$ cat config.mk
export PLATFORM = sky130hd
export DESIGN_NAME = display_to_matrix_idx_flat
export DESIGN_NICKNAME = d
export VERILOG_FILES = /design/src/rtl/vga_matrix_pkg.sv /design/src/rtl/display_to_matrix_idx_if.sv /design/src/rtl/display_to_matrix_idx_row_tracker.sv /design/src/rtl/display_to_matrix_idx.sv /design/src/flat_wrapper.sv
export SDC_FILE = /design/constraint.sdc
export NUM_CORES = 1
export LEC_CHECK = 0
export ABC_AREA = 1
export CORE_MARGIN = 2
export CORE_UTILIZATION = 60
export CTS_BUF_LIST = sky130_fd_sc_hd__clkbuf_2
export DETAILED_ROUTE_END_ITERATION = 8
export PLACE_DENSITY = 0.87
export SLEW_MARGIN = 40
export SYNTH_ARGS = -nofsm -noshare
export SYNTH_HDL_FRONTEND = slang
export SYNTH_SLANG_ARGS = --single-unit
$ cat constraint.sdc
create_clock -name clk -period 9.75 [get_ports clk]
set_input_delay 2.925 -clock clk [delete_from_list [all_inputs] [get_ports clk]]
set_output_delay 2.925 -clock clk [all_outputs]
set_load 0.005 [all_outputs]
$ cat src/rtl/vga_matrix_pkg.sv
// rtl/vga_matrix_pkg.sv - shared VGA visible-window and game-matrix constants
// Contents: visible raster window, matrix geometry, address/index widths.
package vga_matrix_pkg;

    localparam int H_W     = 11;
    localparam int V_W     = 10;
    localparam int IDX_X_W = 7;
    localparam int IDX_Y_W = 6;
    localparam int SUB_W   = 4;
    localparam int ADDR_W  = 12;

    localparam logic [H_W-1:0] H_VISIBLE_START = 11'd336;
    localparam logic [H_W-1:0] H_VISIBLE_END   = 11'd1615;
    localparam logic [V_W-1:0] V_VISIBLE_START = 10'd27;
    localparam logic [V_W-1:0] V_VISIBLE_END   = 10'd826;

    localparam int MATRIX_W   = 80;
    localparam int MATRIX_H   = 50;
    localparam int CELL_SHIFT = 4;

    // Row stride as an address-width constant so the row_base step is a plain add.
    localparam logic [ADDR_W-1:0] ROW_STRIDE = ADDR_W'(MATRIX_W);

endpackage

$ cat src/rtl/display_to_matrix_idx_if.sv
// rtl/display_to_matrix_idx_if.sv - raster-in / matrix-index-out bundle
// master: raster source side (drives h_count/v_count, receives indices).
// slave : mapper side (receives raster, drives rd_en/rd_addr and stage-2 indices).
interface display_to_matrix_idx_if;
    import vga_matrix_pkg::*;

    logic [H_W-1:0]     h_count;
    logic [V_W-1:0]     v_count;
    logic               rd_en;
    logic [ADDR_W-1:0]  rd_addr;
    logic               valid;
    logic [IDX_X_W-1:0] idx_x;
    logic [IDX_Y_W-1:0] idx_y;
    logic [SUB_W-1:0]   sub_x;
    logic [SUB_W-1:0]   sub_y;
    logic               frame_start;
    logic               sync_err;

    modport master (
        output h_count, v_count,
        input  rd_en, rd_addr, valid, idx_x, idx_y, sub_x, sub_y, frame_start, sync_err
    );

    modport slave (
        input  h_count, v_count,
        output rd_en, rd_addr, valid, idx_x, idx_y, sub_x, sub_y, frame_start, sync_err
    );

endinterface

$ cat src/rtl/display_to_matrix_idx_row_tracker.sv
// rtl/display_to_matrix_idx_row_tracker.sv - line-start driven cell-row tracker
// Ports: clk, rst_n (async active-low), line_start (h_count at first visible column),
//        v_count; row/sub_y/row_base are the post-update values for the current cycle
//        (combinational on a line-start cycle, registered otherwise); sync_err sticky.
module matrix_row_tracker
    import vga_matrix_pkg::*;
(
    input  logic               clk,
    input  logic               rst_n,
    input  logic               line_start,
    input  logic [V_W-1:0]     v_count,
    output logic [IDX_Y_W-1:0] row,
    output logic [SUB_W-1:0]   sub_y,
    output logic [ADDR_W-1:0]  row_base,
    output logic               sync_err
);

    logic [IDX_Y_W-1:0] row_q,  row_d;
    logic [SUB_W-1:0]   sub_q,  sub_d;
    logic [ADDR_W-1:0]  base_q, base_d;
    logic               err_q,  err_d;
    logic               mismatch;
    logic               first_line;
    logic               line_vis;
    logic [V_W-1:0]     vy;

    assign vy         = v_count - V_VISIBLE_START;
    assign line_vis   = (v_count >= V_VISIBLE_START) && (v_count <= V_VISIBLE_END);
    assign first_line = line_start && (v_count == V_VISIBLE_START);

    always_comb begin
        row_d    = row_q;
        sub_d    = sub_q;
        base_d   = base_q;
        mismatch = 1'b0;
        if (first_line) begin
            row_d  = '0;
            sub_d  = '0;
            base_d = '0;
        end else if (line_start && line_vis) begin
            sub_d = sub_q + 4'd1;
            if (sub_q == 4'hF) begin
                row_d  = row_q + 6'd1;
                base_d = base_q + ROW_STRIDE;
            end
            // Raster jumped (or tracker started mid-frame): rebuild from v_count.
            // row*80 is formed as row*64 + row*16 to stay multiplier-free.
            if ({row_d, sub_d} != vy) begin
                mismatch = 1'b1;
                row_d    = vy[9:4];
                sub_d    = vy[3:0];
                base_d   = {vy[9:4], 6'b0} + {2'b0, vy[9:4], 4'b0};
            end
        end
    end

    // A detected mismatch wins over the frame-start clear.
    always_comb begin
        err_d = err_q;
        if (mismatch)        err_d = 1'b1;
        else if (first_line) err_d = 1'b0;
    end

    always_ff @(posedge clk or negedge rst_n) begin
        if (!rst_n) begin
            row_q  <= '0;
            sub_q  <= '0;
            base_q <= '0;
            err_q  <= 1'b0;
        end else begin
            row_q  <= row_d;
            sub_q  <= sub_d;
            base_q <= base_d;
            err_q  <= err_d;
        end
    end

    assign row      = row_d;
    assign sub_y    = sub_d;
    assign row_base = base_d;
    assign sync_err = err_q;

endmodule

$ cat src/rtl/display_to_matrix_idx.sv
// rtl/display_to_matrix_idx.sv - VGA raster position to 80x50 matrix cell/offset/address
// Ports: clk, rst_n (async active-low), bus (slave): h_count/v_count in;
//        rd_en/rd_addr at stage 1; valid/idx_x/idx_y/sub_x/sub_y/frame_start at stage 2;
//        sync_err sticky row-tracker error.
module display_to_matrix_idx
    import vga_matrix_pkg::*;
(
    input  logic                 clk,
    input  logic                 rst_n,
    display_to_matrix_idx_if.slave bus
);

    logic [H_W-1:0]     hx;
    logic               h_vis, v_vis, visible, line_start;
    logic [IDX_X_W-1:0] col_raw;
    logic [IDX_Y_W-1:0] trk_row;
    logic [SUB_W-1:0]   trk_sub_y;
    logic [ADDR_W-1:0]  trk_base;
    logic               trk_err;

    logic [ADDR_W-1:0]  addr_c;
    logic [IDX_X_W-1:0] idx_x_c;
    logic [IDX_Y_W-1:0] idx_y_c;
    logic [SUB_W-1:0]   sub_x_c, sub_y_c;
    logic               fs_c;

    // Column decode is stateless, so h_count jumps inside a line are harmless.
    assign hx         = bus.h_count - H_VISIBLE_START;
    assign h_vis      = (bus.h_count >= H_VISIBLE_START) && (bus.h_count <= H_VISIBLE_END);
    assign v_vis      = (bus.v_count >= V_VISIBLE_START) && (bus.v_count <= V_VISIBLE_END);
    assign visible    = h_vis && v_vis;
    assign line_start = (bus.h_count == H_VISIBLE_START);
    assign col_raw    = hx[H_W-1:CELL_SHIFT];

    matrix_row_tracker u_row_tracker (
        .clk        (clk),
        .rst_n      (rst_n),
        .line_start (line_start),
        .v_count    (bus.v_count),
        .row        (trk_row),
        .sub_y      (trk_sub_y),
        .row_base   (trk_base),
        .sync_err   (trk_err)
    );

    assign addr_c  = visible ? (trk_base + {5'b0, col_raw}) : '0;
    assign idx_x_c = visible ? col_raw : '0;
    assign idx_y_c = visible ? trk_row : '0;
    assign sub_x_c = visible ? hx[CELL_SHIFT-1:0] : '0;
    assign sub_y_c = visible ? trk_sub_y : '0;
    assign fs_c    = visible && line_start && (bus.v_count == V_VISIBLE_START);

    // Stage 1: RAM request plus the cell fields held back one cycle to meet RAM data.
    logic               s1_rd_en;
    logic [ADDR_W-1:0]  s1_rd_addr;
    logic [IDX_X_W-1:0] s1_idx_x;
    logic [IDX_Y_W-1:0] s1_idx_y;
    logic [SUB_W-1:0]   s1_sub_x, s1_sub_y;
    logic               s1_fs;

    // Stage 2: outputs aligned with RAM read data.
    logic               s2_valid;
    logic [IDX_X_W-1:0] s2_idx_x;
    logic [IDX_Y_W-1:0] s2_idx_y;
    logic [SUB_W-1:0]   s2_sub_x, s2_sub_y;
    logic               s2_fs;

    always_ff @(posedge clk or negedge rst_n) begin
        if (!rst_n) begin
            s1_rd_en   <= 1'b0;
            s1_rd_addr <= '0;
            s1_idx_x   <= '0;
            s1_idx_y   <= '0;
            s1_sub_x   <= '0;
            s1_sub_y   <= '0;
            s1_fs      <= 1'b0;
            s2_valid   <= 1'b0;
            s2_idx_x   <= '0;
            s2_idx_y   <= '0;
            s2_sub_x   <= '0;
            s2_sub_y   <= '0;
            s2_fs      <= 1'b0;
        end else begin
            s1_rd_en   <= visible;
            s1_rd_addr <= addr_c;
            s1_idx_x   <= idx_x_c;
            s1_idx_y   <= idx_y_c;
            s1_sub_x   <= sub_x_c;
            s1_sub_y   <= sub_y_c;
            s1_fs      <= fs_c;
            s2_valid   <= s1_rd_en;
            s2_idx_x   <= s1_idx_x;
            s2_idx_y   <= s1_idx_y;
            s2_sub_x   <= s1_sub_x;
            s2_sub_y   <= s1_sub_y;
            s2_fs      <= s1_fs;
        end
    end

    assign bus.rd_en       = s1_rd_en;
    assign bus.rd_addr     = s1_rd_addr;
    assign bus.valid       = s2_valid;
    assign bus.idx_x       = s2_idx_x;
    assign bus.idx_y       = s2_idx_y;
    assign bus.sub_x       = s2_sub_x;
    assign bus.sub_y       = s2_sub_y;
    assign bus.frame_start = s2_fs;
    assign bus.sync_err    = trk_err;

endmodule

$ cat src/flat_wrapper.sv
// flat-port wrapper written by rule: the top's interface ports become plain ports
module display_to_matrix_idx_flat import vga_matrix_pkg::*;
  (clk, rst_n, bus_h_count, bus_v_count, bus_rd_en, bus_rd_addr, bus_valid, bus_idx_x, bus_idx_y, bus_sub_x, bus_sub_y, bus_frame_start, bus_sync_err);
  display_to_matrix_idx_if bus_i ();
  input  logic clk;
  input  logic rst_n;
  input wire logic [$bits(bus_i.h_count)-1:0] bus_h_count;
  input wire logic [$bits(bus_i.v_count)-1:0] bus_v_count;
  output wire logic [$bits(bus_i.rd_en)-1:0] bus_rd_en;
  output wire logic [$bits(bus_i.rd_addr)-1:0] bus_rd_addr;
  output wire logic [$bits(bus_i.valid)-1:0] bus_valid;
  output wire logic [$bits(bus_i.idx_x)-1:0] bus_idx_x;
  output wire logic [$bits(bus_i.idx_y)-1:0] bus_idx_y;
  output wire logic [$bits(bus_i.sub_x)-1:0] bus_sub_x;
  output wire logic [$bits(bus_i.sub_y)-1:0] bus_sub_y;
  output wire logic [$bits(bus_i.frame_start)-1:0] bus_frame_start;
  output wire logic [$bits(bus_i.sync_err)-1:0] bus_sync_err;
  assign bus_i.h_count = bus_h_count;
  assign bus_i.v_count = bus_v_count;
  assign bus_rd_en = bus_i.rd_en;
  assign bus_rd_addr = bus_i.rd_addr;
  assign bus_valid = bus_i.valid;
  assign bus_idx_x = bus_i.idx_x;
  assign bus_idx_y = bus_i.idx_y;
  assign bus_sub_x = bus_i.sub_x;
  assign bus_sub_y = bus_i.sub_y;
  assign bus_frame_start = bus_i.frame_start;
  assign bus_sync_err = bus_i.sync_err;
  display_to_matrix_idx u_core (.clk(clk), .rst_n(rst_n), .bus(bus_i));
endmodule
# ---- Word-level counts from Yosys, hierarchy flattened
# Cells that the tools add are included.
# Widths: inputs -> output; s select.
dict set report totals {
  ff_bits 81
  out_inout_bits 37
  input_bits 23
  elab_cells 63
}
dict set report op_classes {
  addsub 7
  muxes 23
  reduce_logical 8
  n_eq_ne 4
  n_lt_le_gt_ge 4
}
# op n
set op_table {}
lappend op_table {{$mux 12} 5}
lappend op_table {{$mux 6} 7}
lappend op_table {{$mux 4} 5}
lappend op_table {{$add 12x10->12} 1}
lappend op_table {{$add 12x7->12} 1}
lappend op_table {{$add 12x7->12 const B} 1}
lappend op_table {{$eq 11x9->1 const B} 1}
lappend op_table {{$ge 11x9->1 const B} 1}
lappend op_table {{$le 11x11->1 const B} 1}
lappend op_table {{$sub 11x9->11 const B} 1}
lappend op_table {{$eq 10x5->1 const B} 1}
lappend op_table {{$ge 10x5->1 const B} 1}
lappend op_table {{$le 10x10->1 const B} 1}
lappend op_table {{$ne 10x10->1} 1}
lappend op_table {{$sub 10x5->10 const B} 1}
lappend op_table {{$logic_and 1x1->1} 7}
lappend op_table {{$mux 7} 1}
lappend op_table {{$add 6x1->6 const B} 1}
lappend op_table {{$mux 1} 5}
lappend op_table {{$add 4x1->4 const B} 1}
lappend op_table {{$eq 4x4->1 const B} 1}
lappend op_table {{$reduce_bool 2->1} 1}

# ---- Logic depth before layout (Yosys ltp)
# Gate-level depths: netlist of run 1.
dict set report logic_depth {
  ltp_word 11
  mapped_depth 26
  depth_no_buf 26
}

# ---- Modules after synthesis
# A second synthesis of run 1 with hierarchy kept.
dict set report hier_totals {
  cells_unflattened 631
  hier_area_um2 5109.9
}
# mod cells_per_inst area_each_um2 n_inst seq_area_each_um2
set by_module_without_submodules {}
lappend by_module_without_submodules {display_to_matrix_idx 295 2860.2 1 1451.4}
lappend by_module_without_submodules {matrix_row_tracker 336 2249.7 1 575.6}

# ---- Worst setup path before layout of run 1
# Ideal clock, no wire load.
dict set report synth_path {
  path_type {input port to flip-flop}
  start {in bus_v_count[0]}
  end {reg u_core.s1_rd_addr[8] (netlist: u_core.bus.rd_addr[8])}
  path_buffers 0
  path_stages 23
  setup_slack_ps 4187
  arrival_ps 5444
  required_ps 9631
  setup_time_ps 119
  cell_sequence {inv_1 > ha_1 > inv_1 > nand2_1 > nand2_1 > nor2_1 > nand3_1 > nor2_1 > nand3_1 > nor2_4 > nand3_4 > nand2_4 > nand2_1 > nor2_1 > ha_1 > inv_1 > fa_1 > nor2_1 > nand2_1 > nand2_1 > nand3_1 > a21oi_1 > nor2_1}
}
dict set report synth_via {
  elab_chain_len 7
  elab_cells_between_ends 15
  cone_classes {add/sub (3); order compare (2); eq/ne (2); mux (4); reduce/logical (4)}
}
# item line
set synth_lines {}
lappend synth_lines {{from (decl)} flat_wrapper.sv:8} ;# input wire logic [$bits(bus_i.v_count)-1:0] bus_v_count;
lappend synth_lines {{$sub 10x5->10 (tied with other cells)} display_to_matrix_idx_row_tracker.sv:27} ;# assign vy = v_count - V_VISIBLE_START;
lappend synth_lines {{$ne 10x10->1 / $logic_and 1x1->1 (equally long branches)} {display_to_matrix_idx_row_tracker.sv:48, display_to_matrix_idx_row_tracker.sv:28}}
lappend synth_lines {{$mux 12 / $logic_and 1x1->1 (equally long branches)} {display_to_matrix_idx_row_tracker.sv:48, display_to_matrix_idx_row_tracker.sv:40}}
lappend synth_lines {{$mux 12} display_to_matrix_idx_row_tracker.sv:40} ;# end else if (line_start && line_vis) begin
lappend synth_lines {{$mux 12 (*)} display_to_matrix_idx_row_tracker.sv:36} ;# if (first_line) begin
lappend synth_lines {{via u_core.trk_base[0]} display_to_matrix_idx.sv:18} ;# logic [ADDR_W-1:0] trk_base;
lappend synth_lines {{$add 12x7->12 (*)} display_to_matrix_idx.sv:46} ;# assign addr_c = visible ? (trk_base + {5'b0, col_raw}) : '0;
lappend synth_lines {{$mux 12 (*)} display_to_matrix_idx.sv:46}
lappend synth_lines {{via u_core.addr_c[8]} display_to_matrix_idx.sv:21} ;# logic [ADDR_W-1:0] addr_c;
lappend synth_lines {{to (signal assigned)} display_to_matrix_idx.sv:85} ;# s1_rd_addr <= addr_c;
lappend synth_lines {{to (decl)} display_to_matrix_idx.sv:55} ;# logic [ADDR_W-1:0] s1_rd_addr;
# The timed path passes the listed nets; every way through them passes the cells marked *.
# A chain may end at the register's enable or synchronous reset.

# ---- Worst setup path in the final report of run 1
dict set report layout_path {
  start {in bus_h_count[4]}
  end {reg u_core.s1_rd_addr[9] (netlist: u_core.bus.rd_addr[9])}
}
dict set report layout_via {
  elab_chain_len 6
  elab_cells_between_ends 12
  cone_classes {add/sub (2); order compare (2); eq/ne (1); mux (3); reduce/logical (4)}
}
# item line
set layout_lines {}
lappend layout_lines {{from (decl)} flat_wrapper.sv:7} ;# input wire logic [$bits(bus_i.h_count)-1:0] bus_h_count;
lappend layout_lines {{$eq 11x9->1 (*)} display_to_matrix_idx.sv:32} ;# assign line_start = (bus.h_count == H_VISIBLE_START);
lappend layout_lines {{$logic_and 1x1->1} display_to_matrix_idx_row_tracker.sv:40}
lappend layout_lines {{$mux 12} display_to_matrix_idx_row_tracker.sv:40}
lappend layout_lines {{$mux 12 (*)} display_to_matrix_idx_row_tracker.sv:36}
lappend layout_lines {{via u_core.trk_base[6]} display_to_matrix_idx.sv:18}
lappend layout_lines {{$add 12x7->12 (*)} display_to_matrix_idx.sv:46}
lappend layout_lines {{$mux 12 (*)} display_to_matrix_idx.sv:46}
lappend layout_lines {{via u_core.addr_c[9]} display_to_matrix_idx.sv:21}
# Marks and branches as above.

==> summary.md, run 1 <==
| Metric | Value |
|---|---|
| Vias per cell | 5.28 |
| Die height | 89.6 um |
| Final RePlAce weighted congestion | 0.924 |
| Max transition margin | 0.532 |
| Postcts setup bufs | 0 |
| Bufs and invs on worst path | 5 |
| Final TNS setup | 0 ns |
| Pre-antenna DRT Iters | 4 |
| Crit path max-delay family | buffers and inverters |
| CTS tree | done |
| Seq cells post-synth | 81 |
| Cells after synthesis | 556 |
| Worst hold path class | reg2reg |
| Top FF cell, synth | dfrtp_1 |
| Critical-path top delay cell | clkdlybuf4s50_1 |
| Total track usage | 0.273 |
| Clk_skew | 0.0402 ns |
| Worst EP arrival | 6.84 ns |
| Post-CTS Resized | 0 |
| CP Capture Type | flip-flop |
| Fillers | 570 |
| Clock Pin Slew Worst Setup and Hold Paths | 0.25 ns |
| Post-synth EDFFs | 0 |
| End of the worst register-to-register path | u_core.bus.rd_addr[8]$_DFF_PN0_ |
| Worst hold path startpoint | u_core.s1_sub_y[3]$_DFF_PN0_ |
| Critical Path RT | 10.20 ns |
| Final Hold Violating Endpoints | 0 |
| WHS Endpoint | u_core.bus.sub_y[3]$_DFF_PN0_ |
| First-pass GRT wire length | 16,800 um |
| Largest family of logic cells by synthesized area | simple AND/OR/NAND/NOR gates |
| Unique masters post-synth | 34 |
| Global route overflow | 0 |
| RSZ-0062 raised after global routing | false |
| Worst setup path class | in2reg |
| DR vias | 3,825 |
| R2R setup slack | 6.05 ns |
| PortBufs | 59 |
| FFs w/ async S/R, synth | 1.00 |
| Final Util | 0.729 |
| Final period utilization | 0.655 |
| CTS H-tree depth | 3 |
| Sequential share of the synthesized area | 0.461 |
| Adder-Cell Fraction of Synth Area | 0.0603 |
| Ports | 60 |
| Clock sinks | 81 |
| Vias in the first global route | 3,736 |
| YS warnings | 0 |
| Syn_nets | 599 |
| CTS buffer count | 9 |
| Die X | 89.6 um |
| Max frequency | 157 MHz |
| Cts hold-fix bufs | 0 |
| Netlist Area Pre-Place | 4400 um^2 |
| Post-Synth XOR/XNOR Area | 0.0259 |
| Worst-Margin Slew | 0.702 ns |
| RR Startpoint | u_core.u_row_tracker.sub_q[1]$_DFF_PN0_ |
| Min cycle time layout | 6.38 ns |
| CP cell instances | clkdlybuf4s50_1 > ha_1 > nand3_1 > nor2_1 > nand3_1 > nor2_4 > clkinv_1 > a21oi_1 > nand2_1 > o211ai_1 > inv_1 > ha_1 > a21oi_1 > inv_1 > o211ai_1 > inv_1 > nand3_1 > nand2_1 > nor2_1 |
| Mux cell area share after synthesis | 0 |
| Register-to-Register Path Depth | 22 |
| Clk buf depth | 2 |
| Max Slew Vio Count | 0 |
| Rows | 31 |
| Average wire per standard cell | 14.1 um |
| Power Density | 133 nW/um^2 |
| Final WL | 10,200 um |
| Worst Setup Start Kind | primary input |
| Die area | 8030 um^2 |
| Synth Area in Compound Gates | 0.0737 |
| Crit Path Max Fanout | 21 |
| DRT iter0 DRCs | 213 |
| # DRC | 0 |
| Final setup viols | 0 |
| LEAKAGE | 2.77 nW |
| Max cap viols | 0 |
| Root Buffer | clkbuf_2 |
| Initial antenna violation count | 0 |
| Hold depth | 0 |
| Ant diodes | 0 |
| Status | finished, final reports clean |
| Layout Nets | 664 |
| Total core area | 7180 um^2 |
| CP max stage delay | 0.56 ns |
| HPWL Detailed | 7690 um |
| ANT nets after route | 0 |
| Avg Synthesized Cell Area | 7.91 um^2 |
| Largest net degree at the start of global routing | 82 |
| Fraction of layout cells with a size suffix above 1 | 0.0847 |
| Simple-gate share of the synthesized area | 0.288 |
| Initial Util | 0.613 |
| Peak supply drop | 101 uV |
| P&R area growth vs syn | 18.9% |
| Worst skew pair latency | 0.53 ns |
-- registers in the layout, summed over array words and instances (netlist names), 4 cells and up --
name / count
u_core.bus.idx_x: 7
u_core.s1_sub_x: 4
u_core.u_row_tracker.row_q: 6
u_core.bus.sub_x: 4
u_core.s1_sub_y: 4
u_core.s1_idx_x: 7
u_core.bus.idx_y: 6
u_core.u_row_tracker.sub_q: 4
u_core.u_row_tracker.base_q: 12
u_core.bus.sub_y: 4
u_core.bus.rd_addr: 12
u_core.s1_idx_y: 6
-- final cells by class --
cell class | instances | area, um^2 | share of cell area
repair buffers | 61 | 607 | 0.116
multi-input cells | 370 | 1980 | 0.379
well taps | 99 | 124 | 0.0237
flip-flops and latches | 81 | 2030 | 0.388
clock buffers | 10 | 50.0 | 0.00957
inverters | 98 | 368 | 0.0704
clock inverters | 6 | 72.6 | 0.0139
-- per-stage QoR --
stage	worst slack [ns]	instances	total power, W	hold WS (ns)	cell area, um^2
after global routing	3.00	725	0.000729	0.350	5230
after global placement	2.84	709	0.000504	0.332	5090
after floorplan	4.19	556	0.000441	0.331	4400
after CTS	3.07	725	0.000697	0.362	5220
after detailed placement	2.49	709	0.000509	0.335	5100
final	3.37	725	0.000694	0.369	5230
-- logic make-up (layout without fill, tap and decap cells) --
family,after synthesis,in the layout
flip-flops,81,81
adder cells (fa/ha/maj),20,20
XOR/XNOR,13,13
AO/OA/AOI/OAI,59,59
buffers and inverters,105,175
AND/OR/NAND/NOR,278,278
-- synthesized netlist by cell type, types with 3 or more instances --
master    count  area (um^2)
clkbuf_1      5         18.8
a31oi_1       3         18.8
o211ai_1      4         30.0
nor4_1        5         31.3
nand2_2       9         56.3
nand2_1     125          469
o21ai_1       4         20.0
nand4_1      11         68.8
nor3_1       10         50.1
nor2_2        4         25.0
inv_1        91          342
nor2_4        4         45.0
inv_2         5         18.8
nand3_1      42          210
nor2_1       59          221
a21oi_1      21          105
nand3_2       4         40.0
o21ai_0      22          110
dfrtp_1      81         2030
xor2_1       12          105
ha_1         18          225
-- how the worst max path moves through the flow --
stage          cells after the start  slack [ns]                               to            from
2_1_floorplan                     23        4.19  u_core.bus.rd_addr[8]$_DFF_PN0_  bus_v_count[0]
3_3_place_gp                      18        2.84  u_core.bus.rd_addr[9]$_DFF_PN0_  bus_h_count[4]
3_5_place_dp                      18        2.49  u_core.bus.rd_addr[9]$_DFF_PN0_  bus_h_count[4]
4_1_cts                           18        3.07  u_core.bus.rd_addr[9]$_DFF_PN0_  bus_h_count[4]
5_1_grt                           19        3.00  u_core.bus.rd_addr[9]$_DFF_PN0_  bus_h_count[4]
6_report                          19        3.37  u_core.bus.rd_addr[9]$_DFF_PN0_  bus_h_count[4]
-- layer usage --
| metal | global-route usage | vias to the layer above | share of wire |
|---|---|---|---|
| li1 | - | 1891 | - |
| met1 | 0.335 | 1817 | 0.42 |
| met2 | 0.488 | 103 | 0.52 |
| met3 | 0.0366 | 14 | 0.043 |
| met4 | 0.103 | 0 | 0.017 |
| met5 | 0 | - | 0 |
-- placed cells by master, fill, tap and decap left out, types with 5 or more instances in the layout --
| master | Yosys | final |
|---|---|---|
| a21oi_1 | 21 | 21 |
| nor3_1 | 10 | 10 |
| inv_2 | 5 | 5 |
| nor2_4 | 4 | 5 |
| nand3_1 | 42 | 42 |
| xor2_1 | 12 | 12 |
| clkdlybuf4s50_1 | 0 | 58 |
| ha_1 | 18 | 18 |
| nand2_2 | 9 | 9 |
| o21ai_0 | 22 | 22 |
| nor2_1 | 59 | 59 |
| clkbuf_2 | 0 | 10 |
| dfrtp_1 | 81 | 81 |
| inv_1 | 91 | 91 |
| nand2_1 | 125 | 125 |
| nand4_1 | 11 | 11 |
-- power breakdown --
group / internal [W] / switching (W)
logic: 0.0000602 / 0.0000772
clock network: 0.0000648 / 0.000125
registers: 0.000359 / 0.00000788
No activity file was read; power rests on OpenSTA's default activity.
==> inputs of run 2 (changes only) <==
--- a/config.mk
+++ b/config.mk
@@ -7,10 +7,10 @@
 export LEC_CHECK = 0
 export ABC_AREA = 1
 export CORE_MARGIN = 2
-export CORE_UTILIZATION = 60
+export CORE_UTILIZATION = 52
 export CTS_BUF_LIST = sky130_fd_sc_hd__clkbuf_2
 export DETAILED_ROUTE_END_ITERATION = 8
-export PLACE_DENSITY = 0.87
+export PLACE_DENSITY = 0.8
 export SLEW_MARGIN = 40
 export SYNTH_ARGS = -nofsm -noshare
 export SYNTH_HDL_FRONTEND = slang
==> constraint.sdc (replaced) <==
create_clock -name clk -period 5.1 [get_ports clk]
set_input_delay 1.53 -clock clk [delete_from_list [all_inputs] [get_ports clk]]
set_output_delay 1.53 -clock clk [all_outputs]
set_load 0.005 [all_outputs]
==> summary.md, run 2 (same netlist as run 1, synthesis figures left out) <==
| Metric | Value |
|---|---|
| Vias per cell | 5.13 (-2.8%) |
| CTS H-tree depth | 3 (unchanged) |
| Worst Setup Start Kind | primary input |
| Max Slew Vio Count | 0 (unchanged) |
| Average wire per standard cell | 13.5 um (-4.4%) |
| Max cap viols | 0 (unchanged) |
| Largest net degree at the start of global routing | 82 (unchanged) |
| Clock Pin Slew Worst Setup and Hold Paths | 0.25 ns (about the same) |
| Worst hold path startpoint | u_core.s1_idx_x[5]$_DFF_PN0_ |
| Root Buffer | clkbuf_2 |
| Final Util | 0.640 (-0.0884) |
| ANT nets after route | 0 (unchanged) |
| Finished Layout Cells | 738 (+1.8%) |
| Initial antenna violation count | 0 (unchanged) |
| Placed insts | 722 (+1.8%) |
| PortBufs | 59 (unchanged) |
| Status | finished, final reports clean |
| Hold depth | 0 (unchanged) |
| Worst setup path class | in2reg |
| End of the worst register-to-register path | u_core.bus.rd_addr[8]$_DFF_PN0_ |
| DR vias | 3,785 (-1.0%) |
| Total track usage | 0.238 (-0.0350) |
| Final WL | 9940 um (-2.7%) |
| Power Density | 245 nW/um^2 (+85%) |
| Final period utilization | 0.905 |
| Die height | 96.0 um (+7.1%) |
| Ports | 60 (unchanged) |
| RR Startpoint | u_core.u_row_tracker.sub_q[0]$_DFF_PN0_ |
| Vias in the first global route | 3,917 (+4.8%) |
| Register-to-Register Path Depth | 20 (-9.1%) |
| # DRC | 0 (unchanged) |
| R2R setup slack | 1.41 ns (-4.64 ns) |
| Crit Path Max Fanout | 9 (-57%) |
| Worst-Margin Slew | 0.712 ns (+0.0102 ns) |
| P&R area growth vs syn | 19.6% |
| Global route overflow | 0 (unchanged) |
| Max transition margin | 0.525 (-0.00683) |
| Final Hold Violating Endpoints | 0 (unchanged) |
| Clk_skew | 0.0357 ns (-0.00441 ns) |
| WHS Endpoint | u_core.bus.idx_x[5]$_DFF_PN0_ |
| Min cycle time layout | 4.62 ns |
| Worst skew pair latency | 0.55 ns (+0.02 ns) |
| Clock sinks | 81 (unchanged) |
| Die X | 96.0 um (+7.1%) |
| Worst EP arrival | 5.07 ns (-1.77 ns) |
| Total core area | 8220 um^2 (+15%) |
| First-pass GRT wire length | 16,900 um (+0.78%) |
| Clk buf depth | 2 (unchanged) |
| CTS buffer count | 9 (unchanged) |
| Die area | 9210 um^2 (+15%) |
| Pre-antenna DRT Iters | 4 (unchanged) |
| Max frequency | 217 MHz |
| Post-CTS Resized | 0 (unchanged) |
| Rows | 33 (+6.5%) |
| Layout Nets | 671 (+1.1%) |
| Most frequent cells in the layout | nand2_1 (125), inv_1 (91), dfrtp_1 (81), nor2_1 (59), clkdlybuf4s50_1 (58) |
| Ant diodes | 0 (unchanged) |
| Final setup viols | 0 (unchanged) |
| Final RePlAce weighted congestion | 0.884 (-4.3%) |
| Peak supply drop | 146 uV (+44%) |
| Worst hold path class | reg2reg |
| LEAKAGE | 2.79 nW (+0.80%) |
| Commonest non-fill, non-tap cell in the layout | nand2_1 |
| Postcts setup bufs | 0 (unchanged) |
| CP Capture Type | flip-flop |
| HPWL Detailed | 7650 um (-0.45%) |
| CTS tree | done |
| DRT iter0 DRCs | 168 (-21%) |
| Cts hold-fix bufs | 0 (unchanged) |
| Initial Util | 0.535 (-0.0777) |
| RSZ-0062 raised after global routing | false |
| Fraction of layout cells with a size suffix above 1 | 0.0932 (+0.00854) |
| Critical Path RT | 5.55 ns (-4.65 ns) |
run 2: changes by cell type in the layout (fill, tap and decap cells not counted), sizes merged:
cell and delta:
buf +7, bufinv -1, clkbuf -1, clkinv +1, clkinvlp +1
run 2: cell type report:
| type | instances | area [um^2] |
|---|---|---|
| fill | 757 | 2960 |
| sequential | 81 | 2030 |
| multi-input combinational | 370 | 1970 |
| timing repair buffer | 68 | 659 |
| inverter | 98 | 368 |
| tap | 105 | 131 |
| clock inverter | 7 | 61.3 |
| clock buffer | 9 | 45.0 |
run 2: metrics by stage:
stage / hold slack (ns) / power [W] / area, um^2 / setup TNS (ns) / setup slack, ns
3_5_place_dp: 0.336 / 0.000974 / 5150 / -0.105 / -0.0956
2_1_floorplan: 0.331 / 0.000843 / 4400 / 0 / 0.932
3_3_place_gp: 0.332 / 0.000965 / 5150 / 0 / 0.130
4_1_cts: 0.380 / 0.00131 / 5260 / 0 / 0.523
5_1_grt: 0.384 / 0.00137 / 5260 / 0 / 0.157
6_report: 0.379 / 0.00129 / 5260 / 0 / 0.485
run 2: metal layers:
layer | vias up | GRT usage | wire length (um)
li1 | 1899 | - | -
met5 | - | 0 | 0
met3 | 19 | 0.0439 | 429
met4 | 0 | 0.0738 | 193
met1 | 1780 | 0.279 | 4190
met2 | 87 | 0.438 | 5130
run 2: how the worst max path moves through the flow:
stage	start	end	slack [ns]
floorplan	bus_v_count[0]	u_core.bus.rd_addr[8]$_DFF_PN0_	0.93
global placement	bus_v_count[1]	u_core.bus.rd_addr[8]$_DFF_PN0_	0.13
detailed placement	bus_v_count[0]	u_core.bus.rd_addr[8]$_DFF_PN0_	-0.1
CTS	bus_v_count[0]	u_core.bus.rd_addr[8]$_DFF_PN0_	0.52
global route	bus_v_count[0]	u_core.bus.rd_addr[8]$_DFF_PN0_	0.16
finish	bus_v_count[0]	u_core.bus.rd_addr[8]$_DFF_PN0_	0.48
run 2: critical path, cell delays in order:
cell and delay (ns):
clkdlybuf4s50_1 0.53, inv_1 0.10, ha_1 0.32, inv_1 0.05, nand2_1 0.06, nand2_1 0.04
nor2_1 0.11, nand3_1 0.08, nor2_1 0.10, nand3_1 0.12, nor2_4 0.17, nand3_4 0.15
nand2_4 0.13, nand2_1 0.07, nor2_1 0.14, ha_1 0.19, inv_1 0.05, fa_1 0.37
nor2_1 0.16, nand2_1 0.10, nand2_1 0.13, nand3_1 0.12, a21oi_1 0.16, nor2_1 0.06
run 2: power by group:
group          leakage (nW)  switching (W)  internal (W)
Sequential            0.997      0.0000150      0.000686
Clock                0.0667       0.000254     0.0000753
Combinational          1.73       0.000144      0.000117
==> inputs of run 3 (changes only) <==
--- a/config.mk
+++ b/config.mk
@@ -6,11 +6,14 @@
 export NUM_CORES = 1
 export LEC_CHECK = 0
 export ABC_AREA = 1
+export CELL_PAD_IN_SITES_DETAIL_PLACEMENT = 1
+export CELL_PAD_IN_SITES_GLOBAL_PLACEMENT = 1
 export CORE_MARGIN = 2
-export CORE_UTILIZATION = 52
+export CORE_UTILIZATION = 38
 export CTS_BUF_LIST = sky130_fd_sc_hd__clkbuf_2
 export DETAILED_ROUTE_END_ITERATION = 8
-export PLACE_DENSITY = 0.8
+export MAX_ROUTING_LAYER = met4
+export PLACE_DENSITY = 0.79
 export SLEW_MARGIN = 40
 export SYNTH_ARGS = -nofsm -noshare
 export SYNTH_HDL_FRONTEND = slang
==> summary.md, run 3 (same netlist as run 1, synthesis figures left out) <==
| Metric | Value |
|---|---|
| Status | finished, final reports clean |
| Clock sinks | 81 (unchanged) |
| Crit Path Max Fanout | 9 (unchanged) |
| WHS Endpoint | u_core.bus.sub_y[2]$_DFF_PN0_ |
| Worst Setup Start Kind | primary input |
| CTS H-tree depth | 3 (unchanged) |
| Max cap viols | 0 (unchanged) |
| Initial antenna violation count | 0 (unchanged) |
| Sequential power share | 0.541 (-0.002) |
| Total core area | 11,400 um^2 (+38%) |
| DR vias | 3,856 (+1.9%) |
| Hold depth | 0 (unchanged) |
| Fillers | 1,409 (+86%) |
| Pre-antenna DRT Iters | 4 (unchanged) |
| CP Capture Type | flip-flop |
| Psw | 0.000380 W (-8.0%) |
| RR Startpoint | u_core.u_row_tracker.sub_q[0]$_DFF_PN0_ |
| Die height | 112 um (+16%) |
| Ports | 60 (unchanged) |
| # DRC | 0 (unchanged) |
| Vias per cell | 4.96 (-3.2%) |
| Average wire per standard cell | 14.9 um (+10%) |
| CTS buffer count | 9 (unchanged) |
| Switching share of total power | 0.293 (-0.0263) |
| Commonest non-fill, non-tap cell in the layout | nand2_1 |
| Global route overflow | 0 (unchanged) |
| Worst hold path class | reg2reg |
| Final Hold Violating Endpoints | 0 (unchanged) |
| Initial Util | 0.387 (-0.148) |
| Ant diodes | 0 (unchanged) |
| CP cell instances | clkdlybuf4s50_1 > ha_1 > inv_1 > nand2_1 > nand2_2 > nand2_1 > nand2_1 > nand2_1 > nand3_1 > nand2_1 > nor2_4 > nand3_4 > nand2_4 > nand2_1 > nor2_1 > ha_1 > inv_1 > fa_1 > nor2_1 > nand2_1 > nand2_1 > nand3_1 > a21oi_1 > nor2_1 |
| Clk pwr share | 0.252 (-0.003) |
| Critical-path top delay cell | clkdlybuf4s50_1 |
| Clock Pin Slew Worst Setup and Hold Paths | 0.20 ns (-0.05 ns) |
| Worst-Margin Slew | 0.709 ns (-0.00355 ns) |
| Register-to-Register Path Depth | 20 (unchanged) |
| Max frequency | 217 MHz (+0.31%) |
| LEAKAGE | 2.80 nW (+0.16%) |
| Root Buffer | clkbuf_2 |
| First-pass GRT wire length | 20,000 um (+18%) |
| Postcts setup bufs | 0 (unchanged) |
| Final WL | 11,500 um (+16%) |
| Vias in the first global route | 4,264 (+8.9%) |
| CTS tree | done |
| Worst skew pair latency | 0.54 ns (about the same) |
| P&R area growth vs syn | 20.9% |
| Most frequent cells in the layout | nand2_1 (125), inv_1 (91), dfrtp_1 (81), nor2_1 (59), clkdlybuf4s50_1 (58) |
| RSZ-0062 raised after global routing | false |
| Worst setup path class | in2reg |
| R2R setup slack | 1.33 ns (-0.08 ns) |
| Max Slew Vio Count | 0 (unchanged) |
| Critical Path RT | 5.55 ns (about the same) |
| CP max stage delay | 0.46 ns (-0.07 ns) |
| Rows | 39 (+18%) |
| Largest net degree at the start of global routing | 82 (unchanged) |
| Post-CTS Resized | 0 (unchanged) |
| PortBufs | 59 (unchanged) |
| ANT nets after route | 0 (unchanged) |
| Final Util | 0.468 (-0.173) |
| Peak supply drop | 173 uV (+18%) |
| Most common cell on crit path | nand2_1 |
| Comb pwr share | 0.207 (+0.004) |
| Final period utilization | 0.902 (-0.00276) |
| Clk buf depth | 2 (unchanged) |
| HPWL Detailed | 9110 um (+19%) |
| Final setup viols | 0 (unchanged) |
| Die area | 12,500 um^2 (+35%) |
| Die X | 112 um (+16%) |
| Cts hold-fix bufs | 0 (unchanged) |
| Internal power | 0.000915 W (+4.1%) |
| Fraction of layout cells with a size suffix above 1 | 0.0915 (-0.00172) |
| FF/Latch Area | 2030 um^2 (unchanged) |
| Post-route setup slack | 0.499 ns (+0.0141 ns) |
| Total track usage | 0.206 (-0.0315) |
| Worst EP arrival | 5.05 ns (-0.02 ns) |
| Min cycle time layout | 4.60 ns (-0.0141 ns) |
| DRT iter0 DRCs | 138 (-18%) |
| Final RePlAce weighted congestion | 0.833 (-5.7%) |
| Power Density | 243 nW/um^2 (-0.81%) |
| Area of the multi-input gates | 1970 um^2 (unchanged) |
| Worst hold path startpoint | u_core.s1_sub_y[2]$_DFF_PN0_ |
| Clk_skew | 0.0329 ns (-0.00283 ns) |
| Max transition margin | 0.528 (+0.00237) |
| Pre-CTS setup slack | -0.104 ns (-0.00888 ns) |
| End of the worst register-to-register path | u_core.bus.rd_addr[8]$_DFF_PN0_ |
| Layout Nets | 672 (+0.15%) |
==> run 3: cell count changes in the layout (fill, tap and decap cells not counted) <==
cell / previous run / this run
buf_4: 9 / 10
bufinv_16: 0 / 1
clkbuf_2: 9 / 10
clkinv_1: 2 / 4
inv_6: 2 / 0
inv_8: 2 / 0
==> run 3: worst max-delay path: cells and delay by family <==
| kind | cells | cell delay (ns) |
|---|---|---|
| adders and majority gates | 3 | 0.84 |
| buffers and inverters | 3 | 0.60 |
| AOI/OAI and AO/OA | 1 | 0.14 |
| and+or+nand+nor | 17 | 1.92 |
==> run 3: layout make-up <==
type,count,area share
clock buffers,10,0.00941
clock inverters,6,0.0111
inverters,98,0.0692
multi-input cells,370,0.370
flip-flops and latches,81,0.381
well taps,143,0.0336
repair buffers,69,0.125
==> run 3: per-stage QoR <==
stage               instances  hold slack (ns)  cell area [um^2]  setup TNS (ns)  total power, W
floorplan                 556            0.331              4400               0        0.000843
global placement          761            0.332              5210               0        0.000972
detailed placement        761            0.336              5210          -0.194        0.000983
CTS                       777            0.368              5320               0         0.00132
global route              777            0.375              5320               0         0.00137
finish                    777            0.373              5320               0         0.00129
==> run 3: power by group through the flow <==
stage | combinational, W | clock [W] | sequential [W]
after floorplan | 0.000131 | 0 | 0.000713
after global placement | 0.000260 | 0 | 0.000712
after detailed placement | 0.000270 | 0 | 0.000713
after CTS | 0.000273 | 0.000349 | 0.000702
after global routing | 0.000303 | 0.000366 | 0.000706
final | 0.000268 | 0.000327 | 0.000700
==> run 3: worst max-delay path by stage <==
| stage | from | endpoint | slack, ns | cells past startpoint |
|---|---|---|---|---|
| 6_report | bus_v_count[0] | u_core.bus.rd_addr[8]$_DFF_PN0_ | 0.50 | 24 |
| 3_5_place_dp | bus_v_count[0] | u_core.bus.rd_addr[8]$_DFF_PN0_ | -0.10 | 24 |
| 4_1_cts | bus_v_count[0] | u_core.bus.rd_addr[8]$_DFF_PN0_ | 0.54 | 24 |
| 2_1_floorplan | bus_v_count[0] | u_core.bus.rd_addr[8]$_DFF_PN0_ | 0.93 | 23 |
| 5_1_grt | bus_v_count[0] | u_core.bus.rd_addr[8]$_DFF_PN0_ | 0.09 | 25 |
| 3_3_place_gp | bus_v_count[1] | u_core.bus.rd_addr[8]$_DFF_PN0_ | 0.13 | 24 |
==> run 3: metal layers <==
layer / routed length [um] / GRT usage / share of wire / up-vias
met5: 0 / - / 0 / -
met1: 4700 / 0.221 / 0.41 / 1878
li1: - / - / - / 1896
met2: 6180 / 0.382 / 0.54 / 61
met3: 369 / 0.0435 / 0.032 / 21
met4: 289 / 0.0634 / 0.025 / 0
